$ cat src/rtl/wb_stage_pkg.sv
// Shared encodings for the writeback stage: load data types, write-enable levels,
// the all-zero data word and FSM state codes.
package wb_stage_pkg;

  localparam logic [2:0] DT_BYTE  = 3'd0;
  localparam logic [2:0] DT_HALF  = 3'd1;
  localparam logic [2:0] DT_WORD  = 3'd2;
  localparam logic [2:0] DT_UBYTE = 3'd3;
  localparam logic [2:0] DT_UHALF = 3'd4;
  localparam logic [2:0] DT_DWORD = 3'd5;
  localparam logic [2:0] DT_UWORD = 3'd6;

  localparam logic W_ENABLE  = 1'b1;
  localparam logic W_DISABLE = 1'b0;

  localparam logic [63:0] DATA_ZERO = 64'd0;

  localparam logic [0:0] ST_IDLE      = 1'b0;
  localparam logic [0:0] ST_WAIT_LOAD = 1'b1;

  // Access size in bytes; undefined codes report 1 so they never look misaligned.
  function automatic logic [3:0] dt_size(input logic [2:0] dt, input logic wide);
    logic [3:0] sz;
    case (dt)
      DT_BYTE, DT_UBYTE: sz = 4'd1;
      DT_HALF, DT_UHALF: sz = 4'd2;
      DT_WORD:           sz = 4'd4;
      DT_UWORD:          sz = wide ? 4'd4 : 4'd1;
      DT_DWORD:          sz = wide ? 4'd8 : 4'd1;
      default:           sz = 4'd1;
    endcase
    return sz;
  endfunction

endpackage

$ cat src/rtl/wb_load_ext.sv
// Combinational load lane select plus sign/zero extension for the writeback stage.
module wb_load_ext
  import wb_stage_pkg::*;
#(
  parameter int DATA_W = 32
) (
  input  logic [2:0]                    data_type,
  input  logic [$clog2(DATA_W/8)-1:0]   byte_off,
  input  logic [DATA_W-1:0]             rdata,
  output logic [DATA_W-1:0]             data
);

  logic [DATA_W-1:0] lane;

  // Shifting right brings the addressed byte to bit 0; bytes past the bus top become zero.
  assign lane = rdata >> {byte_off, 3'b000};

  function automatic logic [DATA_W-1:0] sext8(input logic [7:0] v);
    logic signed [7:0] s;
    s = v;
    return DATA_W'(s);
  endfunction

  function automatic logic [DATA_W-1:0] sext16(input logic [15:0] v);
    logic signed [15:0] s;
    s = v;
    return DATA_W'(s);
  endfunction

  function automatic logic [DATA_W-1:0] sext32(input logic [31:0] v);
    logic signed [31:0] s;
    s = v;
    return DATA_W'(s);
  endfunction

  function automatic logic [DATA_W-1:0] zext8(input logic [7:0] v);
    return DATA_W'(v);
  endfunction

  function automatic logic [DATA_W-1:0] zext16(input logic [15:0] v);
    return DATA_W'(v);
  endfunction

  function automatic logic [DATA_W-1:0] zext32(input logic [31:0] v);
    return DATA_W'(v);
  endfunction

  always_comb begin
    data = DATA_ZERO[DATA_W-1:0];
    case (data_type)
      DT_BYTE:  data = sext8(lane[7:0]);
      DT_UBYTE: data = zext8(lane[7:0]);
      DT_HALF:  data = sext16(lane[15:0]);
      DT_UHALF: data = zext16(lane[15:0]);
      DT_WORD:  data = sext32(lane[31:0]);
      DT_UWORD: if (DATA_W == 64) data = zext32(lane[31:0]);
      DT_DWORD: if (DATA_W == 64) data = lane;
      default:  data = DATA_ZERO[DATA_W-1:0];
    endcase
  end

endmodule

$ cat src/rtl/wb_stage.sv
// Registered writeback stage: ALU writes, load wait with timeout, single register-file port.
// Optional WB_MISALIGN_CHECK_EN adds misalign_o and rejects misaligned loads at accept.
module wb_stage
  import wb_stage_pkg::*;
#(
  parameter int DATA_W  = 32,
  parameter int REG_AW  = 5,
  parameter int TIMEOUT = 15
) (
  input  logic                          clk,
  input  logic                          rst,
  input  logic                          in_valid_i,
  output logic                          in_ready_o,
  input  logic                          ex_w_reg_enable_i,
  input  logic                          mem_w_reg_enable_i,
  input  logic [REG_AW-1:0]             w_reg_addr_i,
  input  logic [DATA_W-1:0]             ex_w_reg_data_i,
  input  logic [2:0]                    data_type_i,
  input  logic [$clog2(DATA_W/8)-1:0]   byte_off_i,
  input  logic                          mem_rvalid_i,
  input  logic [DATA_W-1:0]             mem_rdata_i,
`ifdef WB_MISALIGN_CHECK_EN
  output logic                          misalign_o,
`endif
  output logic [REG_AW-1:0]             w_reg_addr_o,
  output logic [DATA_W-1:0]             w_reg_data_o,
  output logic                          w_reg_enable_o,
  output logic                          load_busy_o,
  output logic                          load_err_o
);

  localparam int OFF_W = $clog2(DATA_W/8);
  localparam int CNT_W = (TIMEOUT > 0) ? $clog2(TIMEOUT + 1) : 1;
  localparam logic [CNT_W-1:0] TO_VAL = CNT_W'(TIMEOUT);

  logic [0:0]        state;
  logic [CNT_W-1:0]  cnt;
  logic [CNT_W-1:0]  cnt_inc;
  logic              accept;
  logic              load_take;
  logic              misaligned;
  logic [REG_AW-1:0] ld_addr_p0;
  logic [2:0]        ld_type_p0;
  logic [OFF_W-1:0]  ld_off_p0;
  logic [DATA_W-1:0] ld_data;

  // Reset gates the handshake so nothing is accepted while rst is high.
  assign in_ready_o  = (state == ST_IDLE) && !rst;
  assign load_busy_o = (state == ST_WAIT_LOAD) && !rst;
  assign accept      = in_valid_i && in_ready_o;
  assign load_take   = accept && !ex_w_reg_enable_i && mem_w_reg_enable_i && !misaligned;
  assign cnt_inc     = cnt + 1'b1;

`ifdef WB_MISALIGN_CHECK_EN
  logic [3:0] acc_size;
  assign acc_size   = dt_size(data_type_i, DATA_W == 64);
  assign misaligned = (4'(byte_off_i) & (acc_size - 4'd1)) != 4'd0;

  always_ff @(posedge clk) begin
    if (rst) misalign_o <= 1'b0;
    else     misalign_o <= accept && !ex_w_reg_enable_i && mem_w_reg_enable_i && misaligned;
  end
`else
  assign misaligned = 1'b0;
`endif

  wb_load_ext #(.DATA_W(DATA_W)) u_load_ext (
    .data_type (ld_type_p0),
    .byte_off  (ld_off_p0),
    .rdata     (mem_rdata_i),
    .data      (ld_data)
  );

  // Stage p0: pending load descriptor, held for the whole wait
  always_ff @(posedge clk) begin
    if (load_take) begin
      ld_addr_p0 <= w_reg_addr_i;
      ld_type_p0 <= data_type_i;
      ld_off_p0  <= byte_off_i;
    end
  end

  // Stage p1: FSM, timeout counter and register-file write port
  always_ff @(posedge clk) begin
    if (rst) begin
      state          <= ST_IDLE;
      cnt            <= '0;
      w_reg_enable_o <= W_DISABLE;
      load_err_o     <= 1'b0;
      w_reg_addr_o   <= '0;
      w_reg_data_o   <= DATA_ZERO[DATA_W-1:0];
    end else begin
      w_reg_enable_o <= W_DISABLE;
      load_err_o     <= 1'b0;
      case (state)
        ST_IDLE: begin
          if (accept && ex_w_reg_enable_i) begin
            w_reg_addr_o   <= w_reg_addr_i;
            w_reg_data_o   <= ex_w_reg_data_i;
            w_reg_enable_o <= (w_reg_addr_i != '0) ? W_ENABLE : W_DISABLE;
          end else if (load_take) begin
            cnt   <= '0;
            state <= ST_WAIT_LOAD;
          end
        end
        ST_WAIT_LOAD: begin
          // A response in the final counted cycle still wins over the timeout.
          if (mem_rvalid_i) begin
            w_reg_addr_o   <= ld_addr_p0;
            w_reg_data_o   <= ld_data;
            w_reg_enable_o <= (ld_addr_p0 != '0) ? W_ENABLE : W_DISABLE;
            state          <= ST_IDLE;
          end else if (TIMEOUT != 0) begin
            if (cnt_inc == TO_VAL) begin
              load_err_o <= 1'b1;
              state      <= ST_IDLE;
            end else begin
              cnt <= cnt_inc;
            end
          end
        end
        default: state <= ST_IDLE;
      endcase
    end
  end

endmodule

$ cat config.mk
export PLATFORM = sky130hd
export DESIGN_NAME = wb_stage
export DESIGN_NICKNAME = d
export VERILOG_FILES = /design/src/rtl/wb_stage_pkg.sv /design/src/rtl/wb_load_ext.sv /design/src/rtl/wb_stage.sv
export SDC_FILE = /design/constraint.sdc
export NUM_CORES = 1
export LEC_CHECK = 0
export CAP_MARGIN = 20
export CORE_MARGIN = 1
export CORE_UTILIZATION = 35
export DETAILED_ROUTE_END_ITERATION = 10
export PLACE_DENSITY_LB_ADDON = 0.25
export SYNTH_ARGS = -nofsm -noshare
export SYNTH_HDL_FRONTEND = slang
export SYNTH_SLANG_ARGS = --single-unit
$ cat constraint.sdc
create_clock -name clk -period 2 [get_ports clk]
set_input_delay 0.4 -clock clk [delete_from_list [all_inputs] [get_ports clk]]
set_output_delay 0.4 -clock clk [all_outputs]
set_load 0.01 [all_outputs]
[After elaboration in Yosys (flattened, before gate mapping)]
Index checks and enable logic that the tools add are counted.
Cells by class
  bitwise gates (word level): 1
  reductions and logical operators: 14
  $lt $le $gt $ge: 0
  multiply operators: 0
  $add $sub $neg: 1
  mux-type cells: 23
  divide/modulo/power cells: 0
  shift operators: 1
  equal/unequal tests: 11
Operators by type and width (number)
  $pmux 32 s5: 1
  $mux 32: 2
  $pmux 32 s2: 1
  $shr 32x5->32: 1
  $mux 4: 4
  $mux 5: 2
  $ne 2x2->1 const B: 5
  $pmux 5 s2: 1
  $reduce_bool 5->1: 2
  $mux 1: 9
  $pmux 4 s2: 1
  $eq 3x2->1 const B: 2
  $logic_and 1x1->1: 6
  $add 4x1->4 const B: 1
  $eq 4x4->1 const B: 1
  $pmux 1 s2: 2
  $reduce_and 4->1: 1
  $eq 3x1->1 const B: 1
  $eq 3x3->1 const B: 1
  $logic_not 3->1: 1
  $reduce_or 3->1: 1
  $logic_not 1->1: 2
  $ne 2x1->1 const B: 1
  $reduce_and 2->1: 1
  $not 1->1: 1
Storage, ports and cells
  RAM bits: 0
  word-level logic and storage cells: 60
  flip-flop bits (word level): 54
  ROM bits: 0
  output and inout port bits: 41
  memories: 0
  latch bits: 0

[Logic depth before layout (Yosys ltp)]
Gate-level depths: netlist (run 1).
  depth in word-level cells: 8
  mapped depth: 7

[By module]
From an unflattened synthesis (run 1), not the netlist that was laid out.
Second synthesis, totals
  cell total of the unflattened synthesis: 346
  area total of the unflattened synthesis: 3288.2 µm²
Modules (own cells, without submodules)
  wb_stage: seq. area each 1181.1 µm², area an instance 2555.0 µm², cells each 230, instances 1
  wb_load_ext: seq. area each 0.0 µm², area an instance 733.2 µm², cells each 116, instances 1

[Least setup slack after synthesis (run 1)]
Ideal clock, no wire load.
  kind: register -> register
  start: reg ld_off_p0[1]
  end: reg w_reg_data_o[29]
  required time: 1.920 ns
  slack: 0.204 ns
  arrival: 1.717 ns
  stages on the path, launching flop included: 8
  path buffers: 3
  cells stage by stage: edfxtp_1 buf_6 or4b_4 buf_6 buf_6 nor3b_2 o21ai_1 a211oi_2
On the way
  word-level cells in the longest chain between the ends: 4
RTL lines
  start: declaration: RTL line wb_stage.sv:44  | logic [OFF_W-1:0] ld_off_p0;
  start signal: assignment: RTL line wb_stage.sv:79  | ld_off_p0 <= byte_off_i;
  $shr 32x5->32: RTL line wb_load_ext.sv:16  | assign lane = rdata >> {byte_off, 3'b000};
  $pmux 32 s5: RTL line wb_load_ext.sv:50  | case (data_type)
  $mux 32: RTL line wb_stage.sv:108  | if (mem_rvalid_i) begin
  $pmux 32 s2: RTL line wb_stage.sv:95  | case (state)
  end signal: assignment: RTL line wb_stage.sv:91  | w_reg_data_o <= DATA_ZERO[DATA_W-1:0];
  end signal: assignment: RTL line wb_stage.sv:99  | w_reg_data_o <= ex_w_reg_data_i;
  end signal: assignment: RTL line wb_stage.sv:110  | w_reg_data_o <= ld_data;
  end: declaration: RTL line wb_stage.sv:26  | output logic [DATA_W-1:0] w_reg_data_o,
Every way passes these cells. The select of a mux whose other input is x is not followed.
A chain may end at the register's enable or synchronous reset.

[Final worst setup path (run 1)]
  start: reg state
  end: out load_busy_o
On the way
  word-level cells in the longest chain between the ends: 1
RTL lines
  start: declaration: RTL line wb_stage.sv:36  | logic [0:0] state;
  start signal: assignment: RTL line wb_stage.sv:86  | state <= ST_IDLE;
  start signal: assignment: RTL line wb_stage.sv:103  | state <= ST_WAIT_LOAD;
  start signal: assignment: RTL line wb_stage.sv:112  | state <= ST_IDLE;
  $logic_and 1x1->1: RTL line wb_stage.sv:49  | assign load_busy_o = (state == ST_WAIT_LOAD) && !rst;
  end: declaration: RTL line wb_stage.sv:28  | output logic load_busy_o,
Every way passes these cells.

==> results of run 1 <==
per-layer routing:
metal	vias to the layer above	part of all wire (%)	global-route usage, %	routed length (µm)
li1	1505	-	-	-
met5	-	0	0	0
met2	107	48	34.4	4450
met4	0	2.7	7.45	256
met1	1426	43	26.5	4040
met3	18	6.4	3.30	596
power groups by stage:
stage          clock [mW]  sequential [mW]  combinational [mW]
6_report            0.756             1.19               0.560
5_1_grt             0.813             1.20               0.605
4_1_cts             0.784             1.19               0.560
3_5_place_dp            0             1.22               0.558
3_3_place_gp            0             1.22               0.552
2_1_floorplan           0             1.23               0.208
stage by stage:
step | cell area [µm²] | instances | TNS [ns] | hold WS, ns | power [mW]
finish | 4500 | 566 | 0 | 0.495 | 2.51
global route | 4500 | 566 | -0.00719 | 0.509 | 2.62
CTS | 4470 | 563 | 0 | 0.485 | 2.54
detailed placement | 4360 | 555 | -5.09 | 0.482 | 1.78
global placement | 4360 | 555 | -4.19 | 0.482 | 1.77
floorplan | 3010 | 345 | 0 | 0.499 | 1.44
kinds of logic (layout without fill, tap and decap cells):
logic type / after synthesis / in the layout / synth area share (%)
compound gates: 111 / 111 / 25.0
xor+xnor: 3 / 3 / 0.872
fa+ha+maj: 2 / 2 / 0.830
buf+inv: 37 / 153 / 5.94
flops: 54 / 54 / 39.2
mux: 25 / 25 / 8.80
simple gates: 113 / 113 / 19.3
registers in the layout, indices dropped and copies added (netlist names):
register and count:
ld_off_p0 2, w_reg_data_o 32, ld_addr_p0 5, ld_type_p0 3, cnt 4, state 1, w_reg_addr_o 5, w_reg_enable_o 1
load_err_o 1
synth_stat cells, drive strengths merged (2+ instances only):
| library cell | count | area [µm²] |
|---|---|---|
| a211oi | 28 | 228 |
| a21oi | 25 | 125 |
| a221oi | 8 | 70.1 |
| a22oi | 9 | 72.6 |
| a2bb2oi | 7 | 61.3 |
| and2 | 2 | 12.5 |
| buf | 9 | 70.1 |
| clkbuf | 23 | 90.1 |
| dfxtp | 44 | 881 |
| edfxtp | 10 | 300 |
| ha | 2 | 25.0 |
| inv | 4 | 15.0 |
| mux2 | 2 | 22.5 |
| mux2i | 22 | 220 |
| nand2 | 6 | 22.5 |
| nand3b | 2 | 15.0 |
| nand4b | 2 | 17.5 |
| nor2 | 53 | 199 |
| nor2b | 10 | 62.6 |
| nor3 | 19 | 95.1 |
| nor3b | 8 | 70.1 |
| o21ai | 25 | 125 |
| o21bai | 2 | 15.0 |
| o22ai | 2 | 12.5 |
| or4 | 2 | 15.0 |
| xor2 | 3 | 26.3 |
final cells by class:
type | count | area share, %
tap | 105 | 2.92
timing repair buffer | 140 | 31.1
clock buffer | 5 | 1.53
clock inverter | 3 | 1.00
multi-input combinational | 254 | 36.8
sequential | 54 | 26.2
inverter | 5 | 0.417
how the worst max path moves through the flow:
stage	startpoint	to	slack (ns)	cells past startpoint
after floorplan	ld_off_p0[1]$_DFFE_PP_	w_reg_data_o[29]$_SDFFE_PP0P_	0.20	7
after global placement	mem_rdata_i[31]	w_reg_data_o[10]$_SDFFE_PP0P_	-0.23	6
after detailed placement	mem_rdata_i[23]	w_reg_data_o[18]$_SDFFE_PP0P_	-0.26	7
after CTS	mem_rdata_i[23]	w_reg_data_o[18]$_SDFFE_PP0P_	0.07	7
after global routing	ld_off_p0[1]$_DFFE_PP_	w_reg_data_o[14]$_SDFFE_PP0P_	-0.007	5
final	state$_SDFF_PP0_	load_busy_o	0.1	3
critical path, stage by stage (launching register included):
cell	delay, ns
dfxtp_2	0.40
clkinv_1	0.12
nor2_1	0.14
clkdlybuf4s50_1	0.55
repair_timing:
| item | 4_1_cts | 5_1_grt |
|---|---|---|
| gates resized for setup | 1 | 4 |
| buffers inserted | 0 | 3 |
| pin swaps | 0 | 3 |
| hold buffers | 0 | 0 |
| endpoints found under the setup margin | 1 | 13 |
==> flow_summary.toml, run 1 <==
[layout]
final_cell_mix = "clkdlybuf4s50_1, nor2_1, dfxtp_1"
multi_input_area_mm2 = 0.00166
n_antenna_cell = 0
synthToLayoutAreaGrowth_pct = 49.4
fin_nets = 542
final_common_cell = "clkdlybuf4s50_1"
utilization_pct = 54.5
ff_latch_area_mm2 = 0.00118
drive_gt1_share_pct = 8.24
final.fill_count = 796

[timing]
fin_worst_skew_ns = 0.0135
max_freq_mhz = 525
worst_pin_slew_ns = 0.461
max-slew-margin-rel_pct = 69.0
fin_crit_sh_pct = 95.2
worst_slack_ns = 0.0951
hold_viol = 0
min_period_ns = 1.90
setup_viol = 0
drv_slew = 0

[routing]
wirelength_um = 9340
vias_per_cell = 5.40
dr.pass1.iters = 4
drtAntennaViolNets = 0
drc = 0
drtIter0Drc = 125
num_vias = 3056
wl_per_cell_um = 16.5

[logic_synthesis]
synth-edff-count = 10
ys_ff_latch = 54
synthArstFlopShare_pct = 0
ys.flop_type = "dfxtp_1"
syn_area_per_cell_um2 = 8.74
synth_nets = 427
synth_cells = 345
yosysSeqAreaShare_pct = 39.2
synth.distinct_cells = 50
yosysWarnings = 0
synth_area_mm2 = 0.00301

[worst_hold_path]
min-delay-start = "rst"
hold_path_class = "input port to flip-flop"
hold_depth = 3
min_to = "load_err_o$_SDFF_PP0_"

[cts]
clock-sinks = 54
clock-root-buffer = "clkbuf_8"
ctsLongestPathBuffers = 2
clkLatencyLatePin_ns = 0.31
htreeDepth = 2
cts_buffers = 5
path_clk_slew_ns = 0.09
cts_tree = "done"

[global_routing]
grt_max_degree = 43
grt_pass1_vias = 2851
grt_overflow = 0
grt_usage_pct = 20.6
antenna_found_initial = 0
grt_first_pass_wirelength_um = 14300

[power_and_ir_drop]
ir_worst_vdd_mv = 0.342
p_leak_nw = 1.57
p_int_mw = 1.86
pwr-share-comb_pct = 22.3
netSwitchingFraction_pct = 25.8
pwr-share-seq_pct = 47.5
powerDensity_mw_per_mm2 = 557
clkPwrFrac_pct = 30.1
switchingPower_mw = 0.648

[setup_path]
crit_required_ns = 1.60
timing.rr.start = "ld_type_p0[2]$_DFFE_PP_"
r2r_cells = 5
crit_arrival_ns = 1.50
critical_path_class = "flip-flop to primary output"
cp_max_fo = 7
end_kind = "primary output"
r2r-end = "w_reg_data_o[30]$_SDFFE_PP0P_"
rrSetupSlack_ns = 0.1
worst_setup_path_start_kind = "flip-flop"

[floorplan]
start_util_pct = 36.5
num_rows = 33
dieWidth_um = 94.8
pin_count = 121
die_h_um = 94.8
dieArea_mm2 = 0.00899
core_mm2 = 0.00826

[placement]
port_buffers = 120
place_congestion = 0.887
dp_slack_ns = -0.264
dpl.hpwl_um = 7040

[status]
status = "finished clean"

[run]
maxCapViolCount = 0
Power figures use the tool's default switching activity.
==> run 2: changes to the inputs <==
Clock period 2 ns to 2.3 ns, I/O delays scaled along.
==> run 2 against run 1 <==
Against the previous run: count of clock-buffer cells in the layout up 1; largest cell class unchanged; register-to-register slack better by 0.27 ns; combinational power down 14%; highest routed layer unchanged.
==> flow_summary.toml, run 2 (same netlist as run 1, synthesis figures left out) <==
[setup_path]
critical-path-slowest-cell = "mux4_2"
worst_setup_path_start_kind = "input port"
crit_required_ns = 2.50
timing.rr.start = "ld_off_p0[1]$_DFFE_PP_"
critPathMaxStageDelay_ns = 0.53
rrSetupSlack_ns = 0.37
critical_path_class = "input port to flip-flop"
crit_arrival_ns = 2.24
cp_max_fo = 8
r2r_cells = 6
crit_end = "w_reg_data_o[15]$_SDFFE_PP0P_"
worstPathCellList = "clkdlybuf4s50_1 > mux4_2 > a22oi_2 > o21ai_0 > a22oi_1 > nor3_1"
end_kind = "flip-flop"
r2r-end = "w_reg_data_o[11]$_SDFFE_PP0P_"
worstSetupStartpoint = "mem_rdata_i[31]"

[layout]
final_common_cell = "clkdlybuf4s50_1"
regMostFlops = "w_reg_data_o"
synthToLayoutAreaGrowth_pct = 45.7
final_cell_mix = "clkdlybuf4s50_1, nor2_1, dfxtp_1"
final_cells = 558
fin_nets = 534
reg_top3 = "w_reg_data_o x32, ld_addr_p0 x5, w_reg_addr_o x5"
final.fill_count = 806
n_antenna_cell = 0
largest_reg_flops = 32
finalInstanceArea_mm2 = 0.00439
drive_gt1_share_pct = 5.74
utilization_pct = 53.2

[run]
maxCapViolCount = 0

[timing]
max-slew-margin-rel_pct = 66.0
drv_slew = 0
max_freq_mhz = 490
worst_slack_ns = 0.257
worst_pin_slew_ns = 0.509
rsz0062_at_grt = "no"
hold_viol = 0
setup_viol = 0
totalNegativeSetupSlack_ns = 0
hold_slack_ns = 0.496
fin_crit_sh_pct = 88.8
fin_worst_skew_ns = 0.00417
min_period_ns = 2.04

[power_and_ir_drop]
p_leak_nw = 1.50
p_int_mw = 1.50
pwr-share-seq_pct = 50.9
switchingPower_mw = 0.540
power_mw = 2.04
clkPwrFrac_pct = 25.6
netSwitchingFraction_pct = 26.5
powerDensity_mw_per_mm2 = 464
ir_worst_vdd_mv = 0.273
pwr-share-comb_pct = 23.5

[status]
status = "finished clean"

[floorplan]
dieArea_mm2 = 0.00899
num_rows = 33
core_mm2 = 0.00826
pin_count = 121
start_util_pct = 36.5
die_h_um = 94.8
dieWidth_um = 94.8

[routing]
routed.top_layer = "met4"
drtIter0Drc = 157
wl_met1_um = 4090
dr_wl_met3_um = 478
met2_length_um = 4590
dr.pass1.iters = 4
wl_per_cell_um = 16.6
drtAntennaViolNets = 0
vias_per_cell = 5.40
num_vias = 3012
drc = 0
wirelength_um = 9260

[global_routing]
grt_max_degree = 40
grt_overflow = 0
grt_usage_pct = 20.4
grt_pass1_vias = 2858
grt_first_pass_wirelength_um = 14100
antenna_found_initial = 0

[cts]
ctsLongestPathBuffers = 2
cts_tree = "done"
cts_resized = 0
cts_setup_buffers = 0
hold_buffers = 0
cts_buffers = 5
path_clk_slew_ns = 0.10
clock-sinks = 54
htreeDepth = 2
clkLatencyLatePin_ns = 0.30
clock-root-buffer = "clkbuf_8"

[placement]
port_buffers = 120
placed_area_mm2 = 0.00431
dpl.cell_count = 550
place_congestion = 0.865
dp_slack_ns = -0.0315
dpl.hpwl_um = 6930

[worst_hold_path]
hold_path_class = "flip-flop to flip-flop"
==> run 2: cell types whose count changed in the layout (fill, tap and decap cells not counted), moves of 2 or more <==
cell / previous run / this run
clkdlybuf4s50_1: 117 / 119
dlymetal6s2s_1: 2 / 0
clkinvlp_4: 2 / 0
buf_4: 16 / 9
==> run 2: layer usage <==
metal / vias to the layer above / global-route usage [%]
li1: 1491 / -
met1: 1423 / 26.2
met2: 90 / 35.7
met3: 8 / 2.74
met4: 0 / 5.18
met5: - / 0
==> run 2: power groups by stage <==
stage	Sequential (mW)	Clock [mW]	Combinational [mW]
finish	1.04	0.521	0.479
global route	1.04	0.566	0.516
CTS	1.04	0.531	0.481
detailed placement	1.06	0	0.479
global placement	1.06	0	0.473
floorplan	1.07	0	0.181
==> run 2: worst min path at each step <==
stage	start	endpoint	slack, ns	cells past startpoint
final	w_reg_data_o[22]$_SDFFE_PP0P_	w_reg_data_o[22]$_SDFFE_PP0P_	0.50	2
after global routing	w_reg_data_o[1]$_SDFFE_PP0P_	w_reg_data_o[1]$_SDFFE_PP0P_	0.52	2
after CTS	w_reg_data_o[4]$_SDFFE_PP0P_	w_reg_data_o[4]$_SDFFE_PP0P_	0.50	2
after detailed placement	w_reg_data_o[4]$_SDFFE_PP0P_	w_reg_data_o[4]$_SDFFE_PP0P_	0.48	2
after global placement	w_reg_data_o[1]$_SDFFE_PP0P_	w_reg_data_o[1]$_SDFFE_PP0P_	0.48	2
after floorplan	cnt[1]$_SDFFE_PP0P_	cnt[1]$_SDFFE_PP0P_	0.51	2
==> run 2: layout make-up <==
cell class / count / area (µm²) / area share, %
clock buffers: 6 / 72.6 / 1.65
repair buffers: 132 / 1320 / 30.2
well taps: 105 / 131 / 2.99
multi-input cells: 254 / 1650 / 37.7
clock inverters: 2 / 8.76 / 0.199
inverters: 5 / 18.8 / 0.427
flip-flops and latches: 54 / 1180 / 26.9
==> run 2: worst max-delay path: cells and delay by family <==
family | cells | cell delay (ns)
compound gates | 3 | 0.66
buf+inv | 1 | 0.52
mux | 1 | 0.53
simple gates | 1 | 0.06
